$ cat src/rtl/btle_pkg.sv
// btle_pkg: shared types and constants for the BTLE receive path.
//   rx_state_e     - receiver FSM states
//   AA_BIT_WIDTH   - access address length in bits
//   CRC_BIT_COUNT  - CRC24 trailer length in bits
//   ADV_CHANNEL_*  - advertising channel indices (6-bit length field)
//   CRC24_POLY     - CRC24 feedback taps (x^24+x^10+x^9+x^6+x^4+x^3+x+1)
package btle_pkg;

  typedef enum logic [1:0] {
    ST_SEARCH,
    ST_RX_HEADER,
    ST_RX_PAYLOAD,
    ST_RX_CRC
  } rx_state_e;

  localparam int unsigned AA_BIT_WIDTH  = 32;
  localparam int unsigned CRC_BIT_COUNT = 24;

  localparam int unsigned ADV_CHANNEL_0 = 37;
  localparam int unsigned ADV_CHANNEL_1 = 38;
  localparam int unsigned ADV_CHANNEL_2 = 39;

  localparam logic [23:0] CRC24_POLY = 24'h00065B;

  function automatic logic is_adv_channel(input int unsigned ch);
    return (ch == ADV_CHANNEL_0) || (ch == ADV_CHANNEL_1) || (ch == ADV_CHANNEL_2);
  endfunction

endpackage

$ cat src/rtl/btle_aa_correlator.sv
// btle_aa_correlator: access-address shift register and exact-match compare.
//   clear          - zero the shift register (priority over shift)
//   shift          - shift phy_bit in at the MSB (LSB-first on air)
//   phy_bit        - incoming bit
//   access_address - expected address
//   match          - combinational: the post-shift value equals access_address
module btle_aa_correlator #(
  parameter int unsigned WIDTH = 32
) (
  input  logic             clk,
  input  logic             rst_n,
  input  logic             clear,
  input  logic             shift,
  input  logic             phy_bit,
  input  logic [WIDTH-1:0] access_address,
  output logic             match
);

  logic [WIDTH-1:0] aa_sr;
  logic [WIDTH-1:0] aa_sr_next;

  always_comb begin
    aa_sr_next = {phy_bit, aa_sr[WIDTH-1:1]};
    match      = shift && (aa_sr_next == access_address);
  end

  always_ff @(posedge clk or negedge rst_n) begin
    if (!rst_n) begin
      aa_sr <= '0;
    end else if (clear) begin
      aa_sr <= '0;
    end else if (shift) begin
      aa_sr <= aa_sr_next;
    end
  end

endmodule

$ cat src/rtl/crc24_core.sv
// crc24_core: BTLE CRC24 LFSR with explicit load/step control.
//   load      - preset state with init
//   init      - CRC init value (bit i -> register position i)
//   step      - clock one data bit through the LFSR
//   data_bit  - data bit to absorb
//   crc_state - current state; position 23 is transmitted first
module crc24_core
  import btle_pkg::*;
#(
  parameter int unsigned CRC_STATE_BIT_WIDTH = 24
) (
  input  logic                           clk,
  input  logic                           rst_n,
  input  logic                           load,
  input  logic [CRC_STATE_BIT_WIDTH-1:0] init,
  input  logic                           step,
  input  logic                           data_bit,
  output logic [CRC_STATE_BIT_WIDTH-1:0] crc_state
);

  logic fb;

  always_comb begin
    fb = data_bit ^ crc_state[CRC_STATE_BIT_WIDTH-1];
  end

  always_ff @(posedge clk or negedge rst_n) begin
    if (!rst_n) begin
      crc_state <= '0;
    end else if (load) begin
      crc_state <= init;
    end else if (step) begin
      crc_state <= {crc_state[CRC_STATE_BIT_WIDTH-2:0], 1'b0}
                 ^ ({CRC_STATE_BIT_WIDTH{fb}} & CRC_STATE_BIT_WIDTH'(CRC24_POLY));
    end
  end

endmodule

$ cat src/rtl/scramble_core.sv
// scramble_core: BTLE whitening LFSR (x^7+x^4+1).
//   load           - seed LFSR with {1, channel_number}
//   channel_number - whitening seed
//   step           - advance one bit
//   whiten_bit     - current whitening bit (XOR with the data bit)
// lfsr[6] holds register position 0, lfsr[0] holds position 6 (the output).
module scramble_core #(
  parameter int unsigned CHANNEL_NUMBER_BIT_WIDTH = 6
) (
  input  logic                                clk,
  input  logic                                rst_n,
  input  logic                                load,
  input  logic [CHANNEL_NUMBER_BIT_WIDTH-1:0] channel_number,
  input  logic                                step,
  output logic                                whiten_bit
);

  logic [6:0] lfsr;

  assign whiten_bit = lfsr[0];

  always_ff @(posedge clk or negedge rst_n) begin
    if (!rst_n) begin
      lfsr <= '0;
    end else if (load) begin
      lfsr <= 7'({1'b1, channel_number});
    end else if (step) begin
      lfsr <= {lfsr[0], lfsr[6:4], lfsr[3] ^ lfsr[0], lfsr[2:1]};
    end
  end

endmodule

$ cat src/rtl/btle_rx_core.sv
// btle_rx_core: bit-level BTLE link-layer receiver.
//   rx_enable                - 1 = receive, 0 = abort and hold in SEARCH
//   access_address           - expected access address (LSB first on air)
//   crc_state_init_bit(_load)- CRC init value and its latch strobe
//   channel_number(_load)    - whitening seed and its latch strobe
//   phy_bit / phy_bit_valid  - demodulated bit and per-bit strobe
//   aa_hit                   - pulse on access-address match
//   info_bit(_valid)         - de-whitened PDU/CRC bit
//   pdu_octet_mem_*          - PDU octet write port (CRC octets not written)
//   payload_length           - decoded length, 7'h7f until header decoded
//   packet_done / crc_ok     - completion pulse and CRC result
module btle_rx_core
  import btle_pkg::*;
#(
  parameter int unsigned CRC_STATE_BIT_WIDTH      = 24,
  parameter int unsigned CHANNEL_NUMBER_BIT_WIDTH = 6,
  parameter int unsigned OCTET_ADDR_BIT_WIDTH     = 6
) (
  input  logic                                clk,
  input  logic                                rst_n,
  input  logic                                rx_enable,
  input  logic [31:0]                         access_address,
  input  logic [CRC_STATE_BIT_WIDTH-1:0]      crc_state_init_bit,
  input  logic                                crc_state_init_bit_load,
  input  logic [CHANNEL_NUMBER_BIT_WIDTH-1:0] channel_number,
  input  logic                                channel_number_load,
  input  logic                                phy_bit,
  input  logic                                phy_bit_valid,
  output logic                                aa_hit,
  output logic                                info_bit,
  output logic                                info_bit_valid,
  output logic [7:0]                          pdu_octet_mem_data,
  output logic [OCTET_ADDR_BIT_WIDTH-1:0]     pdu_octet_mem_addr,
  output logic                                pdu_octet_mem_we,
  output logic [6:0]                          payload_length,
  output logic                                packet_done,
  output logic                                crc_ok
);

  localparam logic [4:0] CRC_LAST    = 5'(CRC_BIT_COUNT - 1);
  localparam logic [6:0] OCTET_LIMIT = 7'(1 << OCTET_ADDR_BIT_WIDTH);

  rx_state_e                         state;
  logic [CHANNEL_NUMBER_BIT_WIDTH-1:0] chan_reg;
  logic [CRC_STATE_BIT_WIDTH-1:0]    crc_init_reg;
  logic [CRC_STATE_BIT_WIDTH-1:0]    crc_state;
  logic [7:0]                        octet;
  logic [7:0]                        octet_next;
  logic [4:0]                        bit_cnt;
  logic [4:0]                        crc_idx;
  logic [6:0]                        oct_cnt;
  logic [6:0]                        hdr_len;
  logic                              pkt_adv;
  logic                              ok_flag;
  logic                              in_pkt;
  logic                              aa_shift;
  logic                              aa_match;
  logic                              aa_clear;
  logic                              whiten_bit;
  logic                              whiten_step;
  logic                              crc_step;
  logic                              crc_bit_ok;
  logic                              done_now;

  assign pdu_octet_mem_data = octet;

  always_comb begin
    in_pkt      = (state != ST_SEARCH);
    aa_shift    = rx_enable && !in_pkt && phy_bit_valid;
    whiten_step = rx_enable && in_pkt && phy_bit_valid;
    crc_step    = rx_enable && info_bit_valid
                  && (state == ST_RX_HEADER || state == ST_RX_PAYLOAD);
    octet_next  = {info_bit, octet[7:1]};
    hdr_len     = pkt_adv ? {1'b0, octet_next[5:0]} : {2'b00, octet_next[4:0]};
    crc_idx     = CRC_LAST - bit_cnt;
    crc_bit_ok  = (info_bit == crc_state[crc_idx]);
    done_now    = rx_enable && info_bit_valid && (state == ST_RX_CRC) && (bit_cnt == CRC_LAST);
    aa_clear    = !rx_enable || done_now;
  end

  btle_aa_correlator #(
    .WIDTH(AA_BIT_WIDTH)
  ) u_aa (
    .clk           (clk),
    .rst_n         (rst_n),
    .clear         (aa_clear),
    .shift         (aa_shift),
    .phy_bit       (phy_bit),
    .access_address(access_address),
    .match         (aa_match)
  );

  scramble_core #(
    .CHANNEL_NUMBER_BIT_WIDTH(CHANNEL_NUMBER_BIT_WIDTH)
  ) u_whiten (
    .clk           (clk),
    .rst_n         (rst_n),
    .load          (aa_match),
    .channel_number(chan_reg),
    .step          (whiten_step),
    .whiten_bit    (whiten_bit)
  );

  crc24_core #(
    .CRC_STATE_BIT_WIDTH(CRC_STATE_BIT_WIDTH)
  ) u_crc (
    .clk      (clk),
    .rst_n    (rst_n),
    .load     (aa_match),
    .init     (crc_init_reg),
    .step     (crc_step),
    .data_bit (info_bit),
    .crc_state(crc_state)
  );

  // Two-stage bit path: stage 1 de-whitens phy_bit into info_bit; stage 2
  // (on info_bit_valid) assembles octets, feeds/compares CRC and sequences.
  always_ff @(posedge clk or negedge rst_n) begin
    if (!rst_n) begin
      state              <= ST_SEARCH;
      chan_reg           <= '0;
      crc_init_reg       <= '0;
      aa_hit             <= 1'b0;
      info_bit           <= 1'b0;
      info_bit_valid     <= 1'b0;
      octet              <= '0;
      bit_cnt            <= '0;
      oct_cnt            <= '0;
      pdu_octet_mem_addr <= '0;
      pdu_octet_mem_we   <= 1'b0;
      payload_length     <= 7'h7f;
      packet_done        <= 1'b0;
      crc_ok             <= 1'b0;
      ok_flag            <= 1'b0;
      pkt_adv            <= 1'b0;
    end else begin
      aa_hit           <= 1'b0;
      info_bit_valid   <= 1'b0;
      pdu_octet_mem_we <= 1'b0;
      packet_done      <= 1'b0;

      if (channel_number_load)     chan_reg     <= channel_number;
      if (crc_state_init_bit_load) crc_init_reg <= crc_state_init_bit;

      if (pdu_octet_mem_we && (pdu_octet_mem_addr != '1)) begin
        pdu_octet_mem_addr <= pdu_octet_mem_addr + 1'b1;
      end

      if (!rx_enable) begin
        state              <= ST_SEARCH;
        bit_cnt            <= '0;
        oct_cnt            <= '0;
        pdu_octet_mem_addr <= '0;
      end else if (state == ST_SEARCH) begin
        if (aa_match) begin
          aa_hit             <= 1'b1;
          state              <= ST_RX_HEADER;
          bit_cnt            <= '0;
          oct_cnt            <= '0;
          pdu_octet_mem_addr <= '0;
          payload_length     <= 7'h7f;
          ok_flag            <= 1'b1;
          pkt_adv            <= is_adv_channel(32'(chan_reg));
        end
      end else begin
        if (phy_bit_valid) begin
          info_bit       <= phy_bit ^ whiten_bit;
          info_bit_valid <= 1'b1;
        end

        if (info_bit_valid) begin
          if (state == ST_RX_CRC) begin
            ok_flag <= ok_flag && crc_bit_ok;
            bit_cnt <= bit_cnt + 5'd1;
            if (done_now) begin
              packet_done <= 1'b1;
              crc_ok      <= ok_flag && crc_bit_ok;
              state       <= ST_SEARCH;
            end
          end else begin
            octet   <= octet_next;
            bit_cnt <= (bit_cnt == 5'd7) ? 5'd0 : bit_cnt + 5'd1;
            if (bit_cnt == 5'd7) begin
              oct_cnt          <= oct_cnt + 7'd1;
              pdu_octet_mem_we <= (oct_cnt < OCTET_LIMIT);
              if (state == ST_RX_HEADER) begin
                if (oct_cnt == 7'd1) begin
                  payload_length <= hdr_len;
                  state          <= (hdr_len == '0) ? ST_RX_CRC : ST_RX_PAYLOAD;
                end
              end else if ((oct_cnt + 7'd1) == (payload_length + 7'd2)) begin
                state <= ST_RX_CRC;
              end
            end
          end
        end
      end
    end
  end

endmodule

$ cat config.mk
export PLATFORM = sky130hd
export DESIGN_NAME = btle_rx_core
export DESIGN_NICKNAME = d
export VERILOG_FILES = /design/src/rtl/btle_pkg.sv /design/src/rtl/btle_aa_correlator.sv /design/src/rtl/crc24_core.sv /design/src/rtl/scramble_core.sv /design/src/rtl/btle_rx_core.sv
export SDC_FILE = /design/constraint.sdc
export NUM_CORES = 1
export LEC_CHECK = 0
export ABC_CLOCK_PERIOD_IN_PS = 7800
export CAP_MARGIN = 0
export CORE_MARGIN = 2
export CORE_UTILIZATION = 55
export DETAILED_ROUTE_END_ITERATION = 8
export GPL_TIMING_DRIVEN = 0
export PLACE_DENSITY = 0.82
export SLEW_MARGIN = 0
export SYNTH_ARGS = -nofsm -noshare
export SYNTH_HDL_FRONTEND = slang
export SYNTH_SLANG_ARGS = --single-unit
$ cat constraint.sdc
create_clock -name clk -period 7.8 [get_ports clk]
set_input_delay 1.56 -clock clk [delete_from_list [all_inputs] [get_ports clk]]
set_output_delay 1.56 -clock clk [all_outputs]
set_load 0.02 [all_outputs]
# Word level (Yosys, flattened, before mapping)

Cells that the tools add are included.

$add $sub $neg: 5
Magnitude comparators: 2
Eq/ne operators: 23
Muxes and demuxes: 63
Bitwise logic cells: 6
Reduce and logical (&&, ||, !) cells: 37

Operators with widths:

| cell                                                        | count |
|---|---|
| two-way mux 7 bit                                           | 15 |
| two-way mux 32 bit                                          | 2 |
| two-way mux 24 bit                                          | 2 |
| equality test 32 bit                                        | 1 |
| two-way mux 5 bit                                           | 6 |
| two-way mux 6 bit                                           | 5 |
| XOR 24 x 11 -> 24 bit                                       | 1 |
| two-way mux 1 bit                                           | 22 |
| two-way mux 2 bit                                           | 10 |
| equality test 6 bit (second input constant)                 | 3 |
| nonzero test 2 bit                                          | 9 |
| AND reduction 4 bit                                         | 3 |
| logical AND 1 bit                                           | 11 |
| adder 7 x 1 -> 7 bit (second input constant)                | 1 |
| adder 7 x 2 -> 7 bit (second input constant)                | 1 |
| equality test 7 x 1 -> 1 bit (second input constant)        | 1 |
| equality test 7 bit                                         | 1 |
| logical NOT 7 bit                                           | 1 |
| less-than comparator 7 bit (second input constant)          | 1 |
| AND reduction 7 bit                                         | 1 |
| adder 6 x 1 -> 6 bit (second input constant)                | 1 |
| less-than comparator 5 x 6 -> 1 bit (second input constant) | 1 |
| inequality test 3 x 1 -> 1 bit (second input constant)      | 2 |
| inequality test 6 bit (second input constant)               | 1 |
| 25 further kinds                                            | 34 |

Register bits after elaboration: 136
Input port bits: 69

# Logic depth before layout (Yosys ltp)

Depth in word-level cells: 10
Gate-level depth with buffers: 11
Gate-level depth less buffers: 9

# By module

From an unflattened synthesis, not the netlist that was laid out.

Cell total of the unflattened synthesis: 633
Area total of the unflattened synthesis: 6869.1 µm²

By module, submodules not included:

| module             | instances | cells an instance | area each (µm²) |
|---|---|---|---|
| btle_rx_core       | 1         | 331               | 3698.5 |
| btle_aa_correlator | 1         | 144               | 1589.0 |
| crc24_core         | 1         | 127               | 1241.2 |
| scramble_core      | 1         | 31                | 340.3 |

# Worst setup path after synthesis

OpenSTA, ideal clock, no wires.

Kind: input-to-reg
Start: input port access_address[15]
End: register bit_cnt[3]
Arrival time: 3.533 ns
Required time: 7.734 ns
Path slack: 4.201 ns
Stages: 9
Path buffers: 2
Path through: xor2_1 nor4_1 nand4b_1 or4_1 buf_2 and3_4 buf_6 or4_1 nand2_1

Cells in the longest elaborated chain, start to end: 4

RTL lines:

| what                                   | line                     | text |
|---|---|---|
| start, declared                        | btle_rx_core.sv:22       | `input logic [31:0] access_address,` |
| equality test 32 bit                   | btle_aa_correlator.sv:24 | `match = shift && (aa_sr_next == access_address);` |
| logical AND 1 bit                      | btle_aa_correlator.sv:24 |  |
| inequality test 3 bit (no source line) | n/a                      |  |
| AND reduction 2 bit (no source line)   | n/a                      |  |
| end signal, assigned                   | btle_rx_core.sv:174      | `bit_cnt <= bit_cnt + 5'd1;` |
| end signal, assigned                   | btle_rx_core.sv:182      | `bit_cnt <= (bit_cnt == 5'd7) ? 5'd0 : bit_cnt + 5'd1;` |
| end, declared                          | btle_rx_core.sv:49       | `logic [4:0] bit_cnt;` |

No other way between the ends.
A chain may end at the register's enable or synchronous reset.

# Worst setup path after layout

Start: input port access_address[9]
End: register state[0]

Cells in the longest elaborated chain, start to end: 4

RTL lines:

| what                                   | line                     | text |
|---|---|---|
| equality test 32 bit                   | btle_aa_correlator.sv:24 |  |
| logical AND 1 bit                      | btle_aa_correlator.sv:24 |  |
| inequality test 3 bit (no source line) | n/a                      |  |
| AND reduction 6 bit (no source line)   | n/a                      |  |
| end signal, assigned                   | btle_rx_core.sv:189      | `state <= (hdr_len == '0) ? ST_RX_CRC : ST_RX_PAYLOAD;` |
| end, declared                          | btle_rx_core.sv:43       | `rx_state_e state;` |

No other way between the ends.

==> impl_metrics.env <==
export IMPL_status="complete, no violations"
export IMPL_drive_above_1_share_pct=10.3
export IMPL_dpl_worst_slack_ns=3.33
export IMPL_ys_seq_elements=135
export IMPL_ctsResizeCount=0
export IMPL_ioPinCount=96
export IMPL_start_util_pct=56.5
export IMPL_clk_pin_slew_ns=0.06
export IMPL_grt_max_degree=80
export IMPL_layout_commonest_cell="dfrtp_1"
export IMPL_routabilityCongestion=0.912
export IMPL_layout_common_cells="dfrtp_1, nand2_1, clkdlybuf4s50_1, a21oi_1, nor2_1"
export IMPL_setup_tns_ns=0
export IMPL_dieArea_mm2=0.0133
export IMPL_cp_required_ns=8.13
export IMPL_vias=5446
export IMPL_die_w_um=115
export IMPL_nets=873
export IMPL_coreArea_mm2=0.0121
export IMPL_place_area_mm2=0.00798
export IMPL_synth_warnings=0
export IMPL_switching_share_pct=22.5
export IMPL_irDropWorstVdd_mv=0.130
export IMPL_ff_latch_area_mm2=0.00339
export IMPL_fin_skew_ns=0.00724
export IMPL_num_fill_cells=890
export IMPL_async_reset_ff_share_pct=100
export IMPL_hold_ws_ns=0.489
export IMPL_hold_viol_final=0
export IMPL_worst_pin_slew_ns=1.01
export IMPL_start_kind="primary input"
export IMPL_cts_htree_levels=4
export IMPL_arrival_ns=4.47
export IMPL_seqPwrFrac_pct=47.8
export IMPL_max_slew_margin_pct=32.3
export IMPL_synth_edf_count=0
export IMPL_finish_instance_area_mm2=0.00848
export IMPL_grt_usage_pct=25.3
export IMPL_path_max_fanout=4
export IMPL_area_delta_synth_final_pct=24.3
export IMPL_power_switching_uw=343
export IMPL_grt_ovfl_total=0
export IMPL_portBuffers=92
export IMPL_hp_class="reg2reg"
export IMPL_drv_slew=0
export IMPL_place_inst=942
export IMPL_dr_first_iter_drc_count=440
export IMPL_synthCells=681
export IMPL_p_comb_share_pct=6.8
export IMPL_dp_hpwl_mm=11.6
export IMPL_wl_per_cell_um=16.2
export IMPL_yosys_top_cells_area="dfrtp_1, mux2_2, nand2_1"
export IMPL_synth_cell_types=54
export IMPL_pwr_share_clk_pct=45.4
export IMPL_mappedNetlistArea_mm2=0.00682
export IMPL_power_leakage_nw=3.71
export IMPL_cts_setup_buffers=0
export IMPL_fin_crit_sh_pct=53.1
export IMPL_synth_yosys_seq_area_share_pct=49.7
export IMPL_cts_sinks=135
export IMPL_multi_input_area_mm2=0.00324
export IMPL_total_power_mw=1.53
export IMPL_fin_cells=974
export IMPL_viasPerCell=5.59
export IMPL_synth_main_ff_cell="dfrtp_1"
export IMPL_tritoncts="yes"
export IMPL_yosysTopAreaCellShare_pct=47.0
export IMPL_drt_pass1_iter_count=5
export IMPL_worst_setup_path_end_kind="flip-flop"
export IMPL_drv_cap=0
export IMPL_ant_nets=0
export IMPL_largest_reg_flops=31
export IMPL_avgSynthCellArea_um2=10.0
export IMPL_synth_largest_area_cell="dfrtp_1"
export IMPL_critical_path_class="in2reg"
export IMPL_setup_ws_ns=3.66
export IMPL_clk_latency_ns=0.42
export IMPL_grt_pass1_wl_mm=26.2
export IMPL_syn_nets=761
export IMPL_cts_root_buf="clkbuf_16"
export IMPL_antenna_cells=0
export IMPL_clock_path_buffers=2
export IMPL_die_h_um=115
export IMPL_fmax_mhz=241
export IMPL_fin_crit_ns=4.14
export IMPL_final_util_pct=70.3
export IMPL_grt_pass1_vias=5492
export IMPL_power_internal_mw=1.18
export IMPL_num_rows=40
export IMPL_cts_buffers=17
export IMPL_postCtsHoldBufs=0
export IMPL_p_per_area_mw_per_mm2=180
export IMPL_antenna_found_initial=0
export IMPL_rsz0062_at_grt="false"
export IMPL_drc=0
export IMPL_setup_viol=0
export IMPL_routed_wl_mm=15.8
## Yosys cell counts, drive strengths merged (3+ instances only)
master  instances
nor2           55
nand2b          6
nand3          26
ha             11
clkbuf         32
nand2         102
xor2           35
nor3            8
dfstp           7
xnor2          24
o211ai          5
and3            5
buf             4
dfrtp         128
o21ai          15
or4             3
nand4           5
o22a            5
a31oi           4
mux2i          28
or3             5
nor2b           5
a21oi          68
nand3b          3
nor4            8
inv            11
mux2           40
## path summary, 6_finish.rpt
| path | cells past startpoint | startpoint | slack, ns | endpoint |
|---|---|---|---|---|
| worst max-delay path | 8 | access_address[9] | 3.66 | state[0] |
| min in group asynchronous | 1 | rst_n | 1.09 | oct_cnt[5] |
| worst min-delay path | 2 | payload_length[6] | 0.49 | payload_length[6] |
| max in group asynchronous | 2 | rst_n | 5.96 | u_crc.crc_state[13] |
| worst min register to register | 2 | payload_length[6] | 0.49 | payload_length[6] |
| worst max register to register | 11 | state[1] | 4.68 | u_crc.crc_state[0] |
## cell families after synthesis
group | after synthesis | share of synthesized area [%]
buffers and inverters | 48 | 2.81
adders and majority gates | 11 | 2.02
muxes | 70 | 11.4
and+or+nand+nor | 243 | 16.6
AOI/OAI and AO/OA | 114 | 9.65
DFF | 135 | 49.7
xor gates and xnor gates | 60 | 7.91
## cell type report
class,instances,area share [%]
flip-flops and latches,135,39.9
well taps,168,2.48
clock buffers,26,5.53
inverters,12,0.531
clock inverters,6,0.354
repair buffers,93,11.2
multi-input cells,498,38.2
plain buffers,36,1.73
## power by group through the flow
stage	sequential [mW]	combinational, mW	clock, mW
6_report	0.729	0.104	0.693
5_1_grt	0.730	0.114	0.730
4_1_cts	0.729	0.105	0.698
3_5_place_dp	0.741	0.104	0
3_3_place_gp	0.740	0.100	0
2_1_floorplan	0.737	0.0421	0
## routing by layer
metal	track usage [%]	share of wire [%]	vias to the layer above
li1	-	-	2585
met1	32.9	43	2676
met5	0	0	-
met4	10.3	2.3	0
met3	5.69	4.5	32
met2	41.4	50	153
## critical path, stage by stage
cell             delay (ns)
clkdlybuf4s50_1        0.43
xor2_1                 0.19
nor4_1                 0.33
nand2_1                0.09
or4b_2                 0.64
nor3_1                 0.79
o221ai_1               0.24
o21ai_0                0.20
Power figures use the tool's default switching activity.
